--- config.mk ---
export PLATFORM = sky130hd
export DESIGN_NAME = uart_v2
export DESIGN_NICKNAME = d
export VERILOG_FILES = /design/src/rtl/uart_v2_pkg.sv /design/src/rtl/uart_sync_fifo.sv /design/src/rtl/uart_v2.sv
export SDC_FILE = /design/constraint.sdc
export NUM_CORES = 1
export LEC_CHECK = 0
export ABC_CLOCK_PERIOD_IN_PS = 4200
export BUFFER_PORTS_ARGS = -buffer_cell sky130_fd_sc_hd__buf_2
export CAP_MARGIN = 15
export CORE_MARGIN = 5
export CORE_UTILIZATION = 45
export DETAILED_ROUTE_END_ITERATION = 8
export PLACE_DENSITY = 0.64
export SLEW_MARGIN = 40
export SYNTH_ARGS = -nofsm -noshare
export SYNTH_HDL_FRONTEND = slang
export SYNTH_SLANG_ARGS = --single-unit
--- constraint.sdc ---
create_clock -name clk -period 4.2 [get_ports clk]
set_input_delay 0.21 -clock clk [delete_from_list [all_inputs] [get_ports clk]]
set_output_delay 0.21 -clock clk [all_outputs]
set_load 0.1 [all_outputs]
--- src/rtl/uart_v2_pkg.sv ---
// Shared constants and state types for the uart_v2 block.
package uart_v2_pkg;

  localparam int PARITY_NONE = 0;
  localparam int PARITY_EVEN = 1;
  localparam int PARITY_ODD  = 2;

  typedef enum logic [2:0] {
    RX_IDLE,
    RX_START,
    RX_DATA,
    RX_PARITY,
    RX_STOP
  } rx_state_t;

  typedef enum logic [2:0] {
    TX_IDLE,
    TX_START,
    TX_DATA,
    TX_PARITY,
    TX_STOP
  } tx_state_t;

endpackage

--- src/rtl/uart_sync_fifo.sv ---
// First-word-fall-through synchronous FIFO, 2**W words of B bits.
// A read and a write in the same cycle both succeed, even when full.
module uart_sync_fifo #(
  parameter int B = 8,
  parameter int W = 4
) (
  input  logic         clk,
  input  logic         rst,
  input  logic         rd,
  input  logic         wr,
  input  logic [B-1:0] w_data,
  output logic [B-1:0] r_data,
  output logic         empty,
  output logic         full
);

  logic [B-1:0] mem [2**W];
  logic [W-1:0] w_ptr;
  logic [W-1:0] r_ptr;
  logic [W:0]   count;
  logic         do_rd;
  logic         do_wr;

  assign do_rd  = rd & ~empty;
  assign do_wr  = wr & (~full | do_rd);
  assign empty  = (count == '0);
  assign full   = count[W];
  assign r_data = mem[r_ptr];

  // Storage array; no reset needed since reads are gated by count.
  always_ff @(posedge clk) begin
    if (do_wr) mem[w_ptr] <= w_data;
  end

  // Pointers wrap naturally; count tracks occupancy.
  always_ff @(posedge clk or posedge rst) begin
    if (rst) begin
      w_ptr <= '0;
      r_ptr <= '0;
      count <= '0;
    end else begin
      if (do_wr) w_ptr <= w_ptr + 1'b1;
      if (do_rd) r_ptr <= r_ptr + 1'b1;
      case ({do_wr, do_rd})
        2'b10:   count <= count + 1'b1;
        2'b01:   count <= count - 1'b1;
        default: ;
      endcase
    end
  end

endmodule

--- src/rtl/uart_v2.sv ---
// uart_v2: full-duplex UART with runtime baud divisor, optional parity and
// sticky line-error flags. RX and TX are each buffered by a FWFT FIFO.
module uart_v2
  import uart_v2_pkg::*;
#(
  parameter int DBIT       = 8,
  parameter int SB_TICK    = 16,
  parameter int PARITY     = PARITY_NONE,
  parameter int DVSR_WIDTH = 11,
  parameter int FIFO_W     = 4
) (
  input  logic                  clk,
  input  logic                  rst,
  input  logic [DVSR_WIDTH-1:0] dvsr,
  input  logic                  wr_uart,
  input  logic [DBIT-1:0]       wr_data,
  input  logic                  rd_uart,
  output logic [DBIT-1:0]       rd_data,
  output logic                  rx_empty,
  output logic                  tx_full,
  output logic                  tx_idle,
  output logic                  frame_err,
  output logic                  parity_err,
  output logic                  overrun_err,
  input  logic                  clr_err,
  input  logic                  rx,
  output logic                  tx
);

  localparam logic [4:0] SB_LAST  = 5'(SB_TICK - 1);
  localparam logic [2:0] BIT_LAST = 3'(DBIT - 1);
  localparam logic       PAR_EN   = (PARITY == PARITY_EVEN) || (PARITY == PARITY_ODD);
  localparam logic       PAR_INV  = (PARITY == PARITY_ODD);

  logic [DVSR_WIDTH-1:0] baud_cnt;
  logic                  s_tick;
  logic [2:0]            rx_sync;
  logic                  rx_s;
  logic                  rx_fall;

  rx_state_t             rx_state, rx_state_n;
  logic [4:0]            rx_cnt, rx_cnt_n;
  logic [2:0]            rx_n, rx_n_n;
  logic [DBIT-1:0]       rx_b, rx_b_n;
  logic                  rx_par, rx_par_n;
  logic                  rx_push, rx_full;
  logic                  set_frame, set_par, set_ovr;

  tx_state_t             tx_state, tx_state_n;
  logic [4:0]            tx_cnt, tx_cnt_n;
  logic [2:0]            tx_n, tx_n_n;
  logic [DBIT-1:0]       tx_b, tx_b_n;
  logic                  tx_par, tx_par_n;
  logic                  tx_load, tx_pop, tx_empty, tx_next;
  logic [DBIT-1:0]       tx_head;

  assign s_tick  = (dvsr != '0) && (baud_cnt == dvsr - 1'b1);
  assign rx_s    = rx_sync[1];
  assign rx_fall = rx_sync[2] & ~rx_sync[1];
  assign tx_idle = tx_empty && (tx_state == TX_IDLE);

  // Baud counter; >= guards against the divisor shrinking below the count.
  always_ff @(posedge clk or posedge rst) begin
    if (rst) baud_cnt <= '0;
    else if (dvsr == '0 || baud_cnt >= dvsr - 1'b1) baud_cnt <= '0;
    else baud_cnt <= baud_cnt + 1'b1;
  end

  // Two-flop synchroniser plus one extra stage for falling-edge detection.
  always_ff @(posedge clk or posedge rst) begin
    if (rst) rx_sync <= '1;
    else rx_sync <= {rx_sync[1:0], rx};
  end

  // RX state register.
  always_ff @(posedge clk or posedge rst) begin
    if (rst) begin
      rx_state <= RX_IDLE;
      rx_cnt   <= '0;
      rx_n     <= '0;
      rx_b     <= '0;
      rx_par   <= 1'b0;
    end else begin
      rx_state <= rx_state_n;
      rx_cnt   <= rx_cnt_n;
      rx_n     <= rx_n_n;
      rx_b     <= rx_b_n;
      rx_par   <= rx_par_n;
    end
  end

  // RX next state: mid-bit sampling, stop check, push and error decisions.
  always_comb begin
    rx_state_n = rx_state;
    rx_cnt_n   = rx_cnt;
    rx_n_n     = rx_n;
    rx_b_n     = rx_b;
    rx_par_n   = rx_par;
    rx_push    = 1'b0;
    set_frame  = 1'b0;
    set_par    = 1'b0;
    set_ovr    = 1'b0;
    case (rx_state)
      RX_IDLE: if (rx_fall) begin
        rx_state_n = RX_START;
        rx_cnt_n   = '0;
      end
      RX_START: if (s_tick) begin
        if (rx_cnt == 5'd7) begin
          rx_cnt_n   = '0;
          rx_n_n     = '0;
          rx_state_n = rx_s ? RX_IDLE : RX_DATA;
        end else rx_cnt_n = rx_cnt + 1'b1;
      end
      RX_DATA: if (s_tick) begin
        if (rx_cnt == 5'd15) begin
          rx_cnt_n = '0;
          rx_b_n   = {rx_s, rx_b[DBIT-1:1]};
          if (rx_n == BIT_LAST) rx_state_n = PAR_EN ? RX_PARITY : RX_STOP;
          else rx_n_n = rx_n + 1'b1;
        end else rx_cnt_n = rx_cnt + 1'b1;
      end
      RX_PARITY: if (s_tick) begin
        if (rx_cnt == 5'd15) begin
          rx_cnt_n   = '0;
          rx_par_n   = rx_s;
          rx_state_n = RX_STOP;
        end else rx_cnt_n = rx_cnt + 1'b1;
      end
      RX_STOP: if (s_tick) begin
        if (rx_cnt == SB_LAST) begin
          rx_state_n = RX_IDLE;
          if (!rx_s) set_frame = 1'b1;
          else begin
            set_par = PAR_EN && (rx_par != ((^rx_b) ^ PAR_INV));
            // A same-cycle host read frees a slot, so that push is not an overrun.
            if (rx_full && !rd_uart) set_ovr = 1'b1;
            else rx_push = 1'b1;
          end
        end else rx_cnt_n = rx_cnt + 1'b1;
      end
      default: rx_state_n = RX_IDLE;
    endcase
  end

  // TX state register; tx is registered so the pin never glitches.
  always_ff @(posedge clk or posedge rst) begin
    if (rst) begin
      tx_state <= TX_IDLE;
      tx_cnt   <= '0;
      tx_n     <= '0;
      tx_b     <= '0;
      tx_par   <= 1'b0;
      tx       <= 1'b1;
    end else begin
      tx_state <= tx_state_n;
      tx_cnt   <= tx_cnt_n;
      tx_n     <= tx_n_n;
      tx_b     <= tx_b_n;
      tx_par   <= tx_par_n;
      tx       <= tx_next;
    end
  end

  // TX next state. Words launch on a baud tick so the start bit is exactly
  // 16 ticks; a queued word follows the stop bit without passing through IDLE.
  always_comb begin
    tx_state_n = tx_state;
    tx_cnt_n   = tx_cnt;
    tx_n_n     = tx_n;
    tx_b_n     = tx_b;
    tx_par_n   = tx_par;
    tx_load    = 1'b0;
    case (tx_state)
      TX_IDLE: if (s_tick && !tx_empty) tx_load = 1'b1;
      TX_START: if (s_tick) begin
        if (tx_cnt == 5'd15) begin
          tx_cnt_n   = '0;
          tx_n_n     = '0;
          tx_state_n = TX_DATA;
        end else tx_cnt_n = tx_cnt + 1'b1;
      end
      TX_DATA: if (s_tick) begin
        if (tx_cnt == 5'd15) begin
          tx_cnt_n = '0;
          tx_b_n   = {1'b0, tx_b[DBIT-1:1]};
          if (tx_n == BIT_LAST) tx_state_n = PAR_EN ? TX_PARITY : TX_STOP;
          else tx_n_n = tx_n + 1'b1;
        end else tx_cnt_n = tx_cnt + 1'b1;
      end
      TX_PARITY: if (s_tick) begin
        if (tx_cnt == 5'd15) begin
          tx_cnt_n   = '0;
          tx_state_n = TX_STOP;
        end else tx_cnt_n = tx_cnt + 1'b1;
      end
      TX_STOP: if (s_tick) begin
        if (tx_cnt == SB_LAST) begin
          if (!tx_empty) tx_load = 1'b1;
          else tx_state_n = TX_IDLE;
        end else tx_cnt_n = tx_cnt + 1'b1;
      end
      default: tx_state_n = TX_IDLE;
    endcase
    if (tx_load) begin
      tx_b_n     = tx_head;
      tx_par_n   = (^tx_head) ^ PAR_INV;
      tx_cnt_n   = '0;
      tx_state_n = TX_START;
    end
    tx_pop = tx_load;
    case (tx_state_n)
      TX_START:  tx_next = 1'b0;
      TX_DATA:   tx_next = tx_b_n[0];
      TX_PARITY: tx_next = tx_par_n;
      default:   tx_next = 1'b1;
    endcase
  end

  // Sticky error flags; a set in the same cycle as clr_err wins.
  always_ff @(posedge clk or posedge rst) begin
    if (rst) begin
      frame_err   <= 1'b0;
      parity_err  <= 1'b0;
      overrun_err <= 1'b0;
    end else begin
      if (set_frame) frame_err <= 1'b1;
      else if (clr_err) frame_err <= 1'b0;
      if (set_par) parity_err <= 1'b1;
      else if (clr_err) parity_err <= 1'b0;
      if (set_ovr) overrun_err <= 1'b1;
      else if (clr_err) overrun_err <= 1'b0;
    end
  end

  uart_sync_fifo #(.B(DBIT), .W(FIFO_W)) u_rx_fifo (
    .clk    (clk),
    .rst    (rst),
    .rd     (rd_uart),
    .wr     (rx_push),
    .w_data (rx_b),
    .r_data (rd_data),
    .empty  (rx_empty),
    .full   (rx_full)
  );

  uart_sync_fifo #(.B(DBIT), .W(FIFO_W)) u_tx_fifo (
    .clk    (clk),
    .rst    (rst),
    .rd     (tx_pop),
    .wr     (wr_uart),
    .w_data (wr_data),
    .r_data (tx_head),
    .empty  (tx_empty),
    .full   (tx_full)
  );

endmodule

; Word-level counts from Yosys, hierarchy flattened
; Memory sizes are Yosys's and may differ from the RTL's.
; Index checks and enable logic that the tools add are counted.
[classes]
muxes = 85
n_eq_ne = 42
reduce_logical = 34
order_cmp = 1
addsub = 14
bitwise = 12
[op_table]
columns = op, count
row1 = $mux W3, 31
row2 = $mux W5, 12
row3 = $ne A2 B2 Y1 const B, 17
row4 = $mux W8, 4
row5 = $pmux W3 S5, 2
row6 = $pmux W5 S2, 3
row7 = $mux W1, 26
row8 = $add A5 B1 Y5 const B, 4
row9 = $pmux W5 S4, 1
row10 = $eq A3 B2 Y1 const B, 6
row11 = $reduce_and A6 Y1, 3
row12 = $reduce_bool A2 Y1, 9
row13 = $add A4 B1 Y4 const B, 4
row14 = $eq A3 B3 Y1 const B, 4
row15 = $pmux W3 S2, 2
row16 = $add A11 B1 Y11 const B, 1
row17 = $eq A11 B11 Y1, 1
row18 = $ge A11 B11 Y1, 1
row19 = $logic_not A11 Y1, 1
row20 = $mux W11, 1
row21 = $reduce_bool A11 Y1, 1
row22 = $sub A11 B1 Y11 const B, 1
row23 = $eq A5 B4 Y1 const B, 2
row24 = $logic_not A5 Y1, 2
row25 = 27 further kinds, 49
[word_totals]
n_memories = 2
ff_bits = 82
inputBits = 25
ramBits = 256
[mem_list]
columns = memory, depth, word_bits, read_ports, rd_ports_with_merged_regs, wr, line_no
row1 = u_rx_fifo.mem, 16, 8, 1, 0, 1, uart_sync_fifo.sv:17  ; logic [B-1:0] mem [2**W];
row2 = u_tx_fifo.mem, 16, 8, 1, 0, 1, uart_sync_fifo.sv:17

; Logic depth before layout (Yosys ltp)
[depth]
depth_word = 11
mapped_depth = 25
ltp_nobuf = 23

; By module
; A second synthesis with hierarchy kept.
[unflattened]
cells_unflattened = 1012
hier_area_um2 = 14863.0
[by_module_without_submodules]
columns = module, area_per_inst_um2, cells_each, instances
row1 = uart_sync_fifo, 5781.8, 334, 2
row2 = uart_v2, 3299.4, 344, 1

; Worst setup path after synthesis
; Ideal clock, no wire load.
[synth_path]
path_kind = input to register
start = input port dvsr[0]
end = register u_tx_fifo.count[4]
t_arrival_ns = 4.048
required_time_ns = 4.037
setup_slack_ns = -0.011
path_stages = 25
path_buffers = 2
path_cell_list = inv_1 -> ha_1 -> nor3b_2 -> nand2_1 -> nor3_1 -> xnor2_1 -> ha_1 -> nand4_1 -> nor3_1 -> and2_1 -> nand4_1 -> nand2_1 -> and2_1 -> buf_2 -> inv_1 -> ha_1 -> clkbuf_1 -> xor2_1 -> ha_1 -> o21ai_0 -> a21oi_1 -> a21oi_1 -> xor2_1 -> nor2_1 -> xor2_1
[synth_between]
elab_chain_cells = 11
[synth_lines]
columns = item, line_no
row1 = from (decl), uart_v2.sv:14  ; input logic [DVSR_WIDTH-1:0] dvsr,
row2 = $sub A11 B1 Y11, uart_v2.sv:57  ; assign s_tick = (dvsr != '0) && (baud_cnt == dvsr - 1'b1);
row3 = $eq A11 B11 Y1, uart_v2.sv:57
row4 = $logic_and A1 B1 Y1 (*), uart_v2.sv:57
row5 = $logic_and A1 B1 Y1, uart_v2.sv:175  ; TX_IDLE: if (s_tick && !tx_empty) tx_load = 1'b1;
row6 = $mux W1, uart_v2.sv:175
row7 = $pmux W1 S2 (*), uart_v2.sv:174  ; case (tx_state)
row8 = $and A1 B1 Y1 (*), uart_sync_fifo.sv:24  ; assign do_rd = rd & ~empty;
row9 = $or A1 B1 Y1, uart_sync_fifo.sv:25  ; assign do_wr = wr & (~full | do_rd);
row10 = $and A1 B1 Y1, uart_sync_fifo.sv:25
row11 = $eq A2 B1 Y1 or $eq A2 B2 Y1 (tied branches), uart_sync_fifo.sv:44  ; case ({do_wr, do_rd})
row12 = $pmux W5 S2 or $reduce_bool A2 Y1 (tied branches), --
row13 = to (signal assigned), uart_sync_fifo.sv:45  ; 2'b10: count <= count + 1'b1;
row14 = to (signal assigned), uart_sync_fifo.sv:46  ; 2'b01: count <= count - 1'b1;
row15 = to (decl), uart_sync_fifo.sv:20  ; logic [W:0] count;
; Every way passes the cells marked *; elsewhere a longest branch is shown, timed or not.
; A chain may end at the register's enable or synchronous reset.

; Worst setup path in the final report
; Ends and elaborated chain as after synthesis.

==> impl_metrics.env <==
export IMPL_die_w_um=190
export IMPL_slew_violations=0
export IMPL_remaining_drc_errors=0
export IMPL_max_freq_mhz=271
export IMPL_synth_compound_area_share_pct=4.16
export IMPL_ir_drop_uv=315
export IMPL_required_ps=4580
export IMPL_yosys_most_used_dff="edfxtp_1"
export IMPL_syn_inst=919
export IMPL_cts_sinks=338
export IMPL_synth_simple_area_share_pct=7.58
export IMPL_grt_max_degree=57
export IMPL_yosys_area_share_adder_pct=3.47
export IMPL_ctsHoldBuffers=4
export IMPL_synthTopCellsByCount="edfxtp_1, dfrtp_1, mux4_2"
export IMPL_clock_skew_ps=20.2
export IMPL_overflow=0
export IMPL_synth_top_family_by_area="multiplexers"
export IMPL_drt_first_pass_iters=5
export IMPL_dieHeight_um=190
export IMPL_rsz0062_at_grt="false"
export IMPL_antenna_cells=0
export IMPL_synth_top_cell_area_share_pct=52.5
export IMPL_min_path_type="primary input to register"
export IMPL_critPathKind="primary input to register"
export IMPL_cts_setup_buffers=0
export IMPL_synthToLayoutAreaGrowth_pct=14.2
export IMPL_dpl_cell_area_um2=15500
export IMPL_synth_edff_count=256
export IMPL_hold_slack_ps=71.9
export IMPL_grt_pass1_vias=7947
export IMPL_layout_nets=1065
export IMPL_cts_max_level=2
export IMPL_yosysUniqueCellTypes=57
export IMPL_dp_cells=1399
export IMPL_numPortBuffers=38
export IMPL_min_period_ps=3690
export IMPL_clk_path_buf_depth=3
export IMPL_timing_final_ws_setup_ps=508
export IMPL_fill_cells=2614
export IMPL_antenna_found_initial=0
export IMPL_synth_most_common_cell="edfxtp_1"
export IMPL_clk_pin_slew_ps=50
export IMPL_dieArea_um2=36200
export IMPL_grt_pass1_wl_mm=43.8
export IMPL_layout_cells_non_filler=1467
export IMPL_synthesis_area_um2=14600
export IMPL_synth_xor_xnor_area_share_pct=2.93
export IMPL_yosysSeqAreaShare_pct=66.6
export IMPL_relSlewSlack_pct=48.0
export IMPL_reg2reg_slack_ps=780
export IMPL_avgRoutedWirePerCell_um=18.4
export IMPL_hold_viol=0
export IMPL_cp_arrival_ps=4070
export IMPL_drive_gt1_share_pct=21.9
export IMPL_tns_ps=0
export IMPL_ys_top_cells_by_area="edfxtp_1, dfrtp_1, mux4_2"
export IMPL_yosys_register_bits=338
export IMPL_row_count=66
export IMPL_start_kind="primary input"
export IMPL_wirelength_mm=27.0
export IMPL_max_slew_worst_pin_slew_ps=777
export IMPL_dp_slack_ps=-38.8
export IMPL_synth_area_leader_cell="edfxtp_1"
export IMPL_syn_avg_cell_area_um2=15.9
export IMPL_antenna_left=0
export IMPL_cts_resized=0
export IMPL_drt_initial_drc_count=484
export IMPL_dp_hpwl_mm=18.0
export IMPL_initial_core_util_pct=45.3
export IMPL_final_area_um2=16700
export IMPL_power_density_nw_per_um2=509
export IMPL_numCtsBuffers=37
export IMPL_total_leakage_power_nw=6.43
export IMPL_finalCritPeriodShare_pct=87.9
export IMPL_core_area_um2=32300
export IMPL_cts_root_buf="clkbuf_16"
export IMPL_ys_async_sr_fraction_pct=24.3
export IMPL_finalSetupViolations=0
export IMPL_synthesis_nets=984
export IMPL_drv_cap=0
export IMPL_p_total_mw=8.50
export IMPL_final_util_pct=51.8
export IMPL_status="finished, final reports clean"
export IMPL_vias_per_cell=5.33
export IMPL_grt_usage_pct=15.1
export IMPL_tritoncts="built"
export IMPL_clk_insertion_delay_late_ps=520
export IMPL_routabilityCongestion=0.780
export IMPL_yosysWarnings=0
export IMPL_design_portCount=40
export IMPL_vias=7814
export IMPL_muxShareOfSynthArea_pct=12.8
export IMPL_worst_setup_path_end_kind="register"
export IMPL_path_max_fanout=6
where the power goes:
| group | switching [mW] | internal, mW |
|---|---|---|
| registers | 0.296 | 3.83 |
| logic | 0.710 | 0.619 |
| clock network | 1.25 | 1.80 |
routing by layer:
layer  track usage [%]  part of all wire [%]  vias to the layer above
met1              21.9                    46                     3956
met4              3.09                   1.5                        0
met3              2.47                   4.1                       35
met5                 0                     0                        -
met2              24.6                    48                      144
li1                  -                     -                     3679
cells by family (layout without fill, tap and decap cells):
kind of cell / after synthesis / after routing
AOI/OAI and AO/OA: 99 / 99
muxes: 92 / 92
adders and majority gates: 40 / 40
DFF: 338 / 338
xor gates and xnor gates: 49 / 49
and+or+nand+nor: 226 / 226
other: 1 / 1
buffers and inverters: 74 / 180
layout by cell type, fill, tap and decap left out, types with 14 or more instances in the layout:
cell       count
and2_1        15
xnor2_1       38
buf_4         38
nand2_1       62
dfrtp_1       75
clkbuf_16     38
o21ai_0       29
nand3_1       24
nor2_1        50
clkbuf_1      14
ha_1          39
mux4_2        63
a22oi_1       15
nor3_1        18
a21oi_1       28
edfxtp_1     256
buf_2         38
inv_1         34
layout make-up:
| class | count | area, um2 | area share, % |
|---|---|---|---|
| sequential | 338 | 9750 | 58.3 |
| tap | 442 | 553 | 3.31 |
| inverter | 35 | 136 | 0.816 |
| multi-input combinational | 507 | 4590 | 27.4 |
| timing repair buffer | 81 | 536 | 3.20 |
| clock inverter | 9 | 105 | 0.629 |
| clock buffer | 55 | 1040 | 6.25 |
worst paths after layout:
kind	startpoint	to	cells after the start
max reg2reg	baud_cnt[0]$_DFF_PP0_	u_tx_fifo.count[4]$_DFFE_PP0P_	18
min reg2reg	rx_sync[0]$_DFF_PP1_	rx_sync[1]$_DFF_PP1_	0
min	wr_data[3]	u_tx_fifo.mem[3][3]$_DFFE_PP_	1
min in group asynchronous	rst	u_rx_fifo.r_ptr[2]$_DFFE_PP0P_	3
max	dvsr[0]	u_tx_fifo.count[4]$_DFFE_PP0P_	24
max in group asynchronous	rst	rx_sync[0]$_DFF_PP1_	4
registers in the layout, summed over array words and instances (netlist names), 4 cells and up:
signal,count
u_rx_fifo.mem,128
u_tx_fifo.mem,128
baud_cnt,11
rx_b,8
tx_b,8
rx_cnt,5
tx_cnt,5
u_rx_fifo.count,5
u_tx_fifo.count,5
u_rx_fifo.r_ptr,4
u_rx_fifo.w_ptr,4
u_tx_fifo.r_ptr,4
u_tx_fifo.w_ptr,4
critical path, stage by stage:
cell and delay (ps):
buf_2 100, inv_1 70, ha_1 180, nor3b_2 270, nand2_1 150, nor3_1 240
xnor2_1 90, ha_1 290, nand4_1 190, nor3_2 210, and2_1 210, nand4_1 120
nand2_1 90, and2_1 140, inv_1 130, ha_1 260, xor2_1 150, ha_1 230
o21ai_0 150, a21oi_1 80, a21oi_1 170, xor2_1 160, nor2_1 60, xor2_1 140
Power figures use the tool's default switching activity.
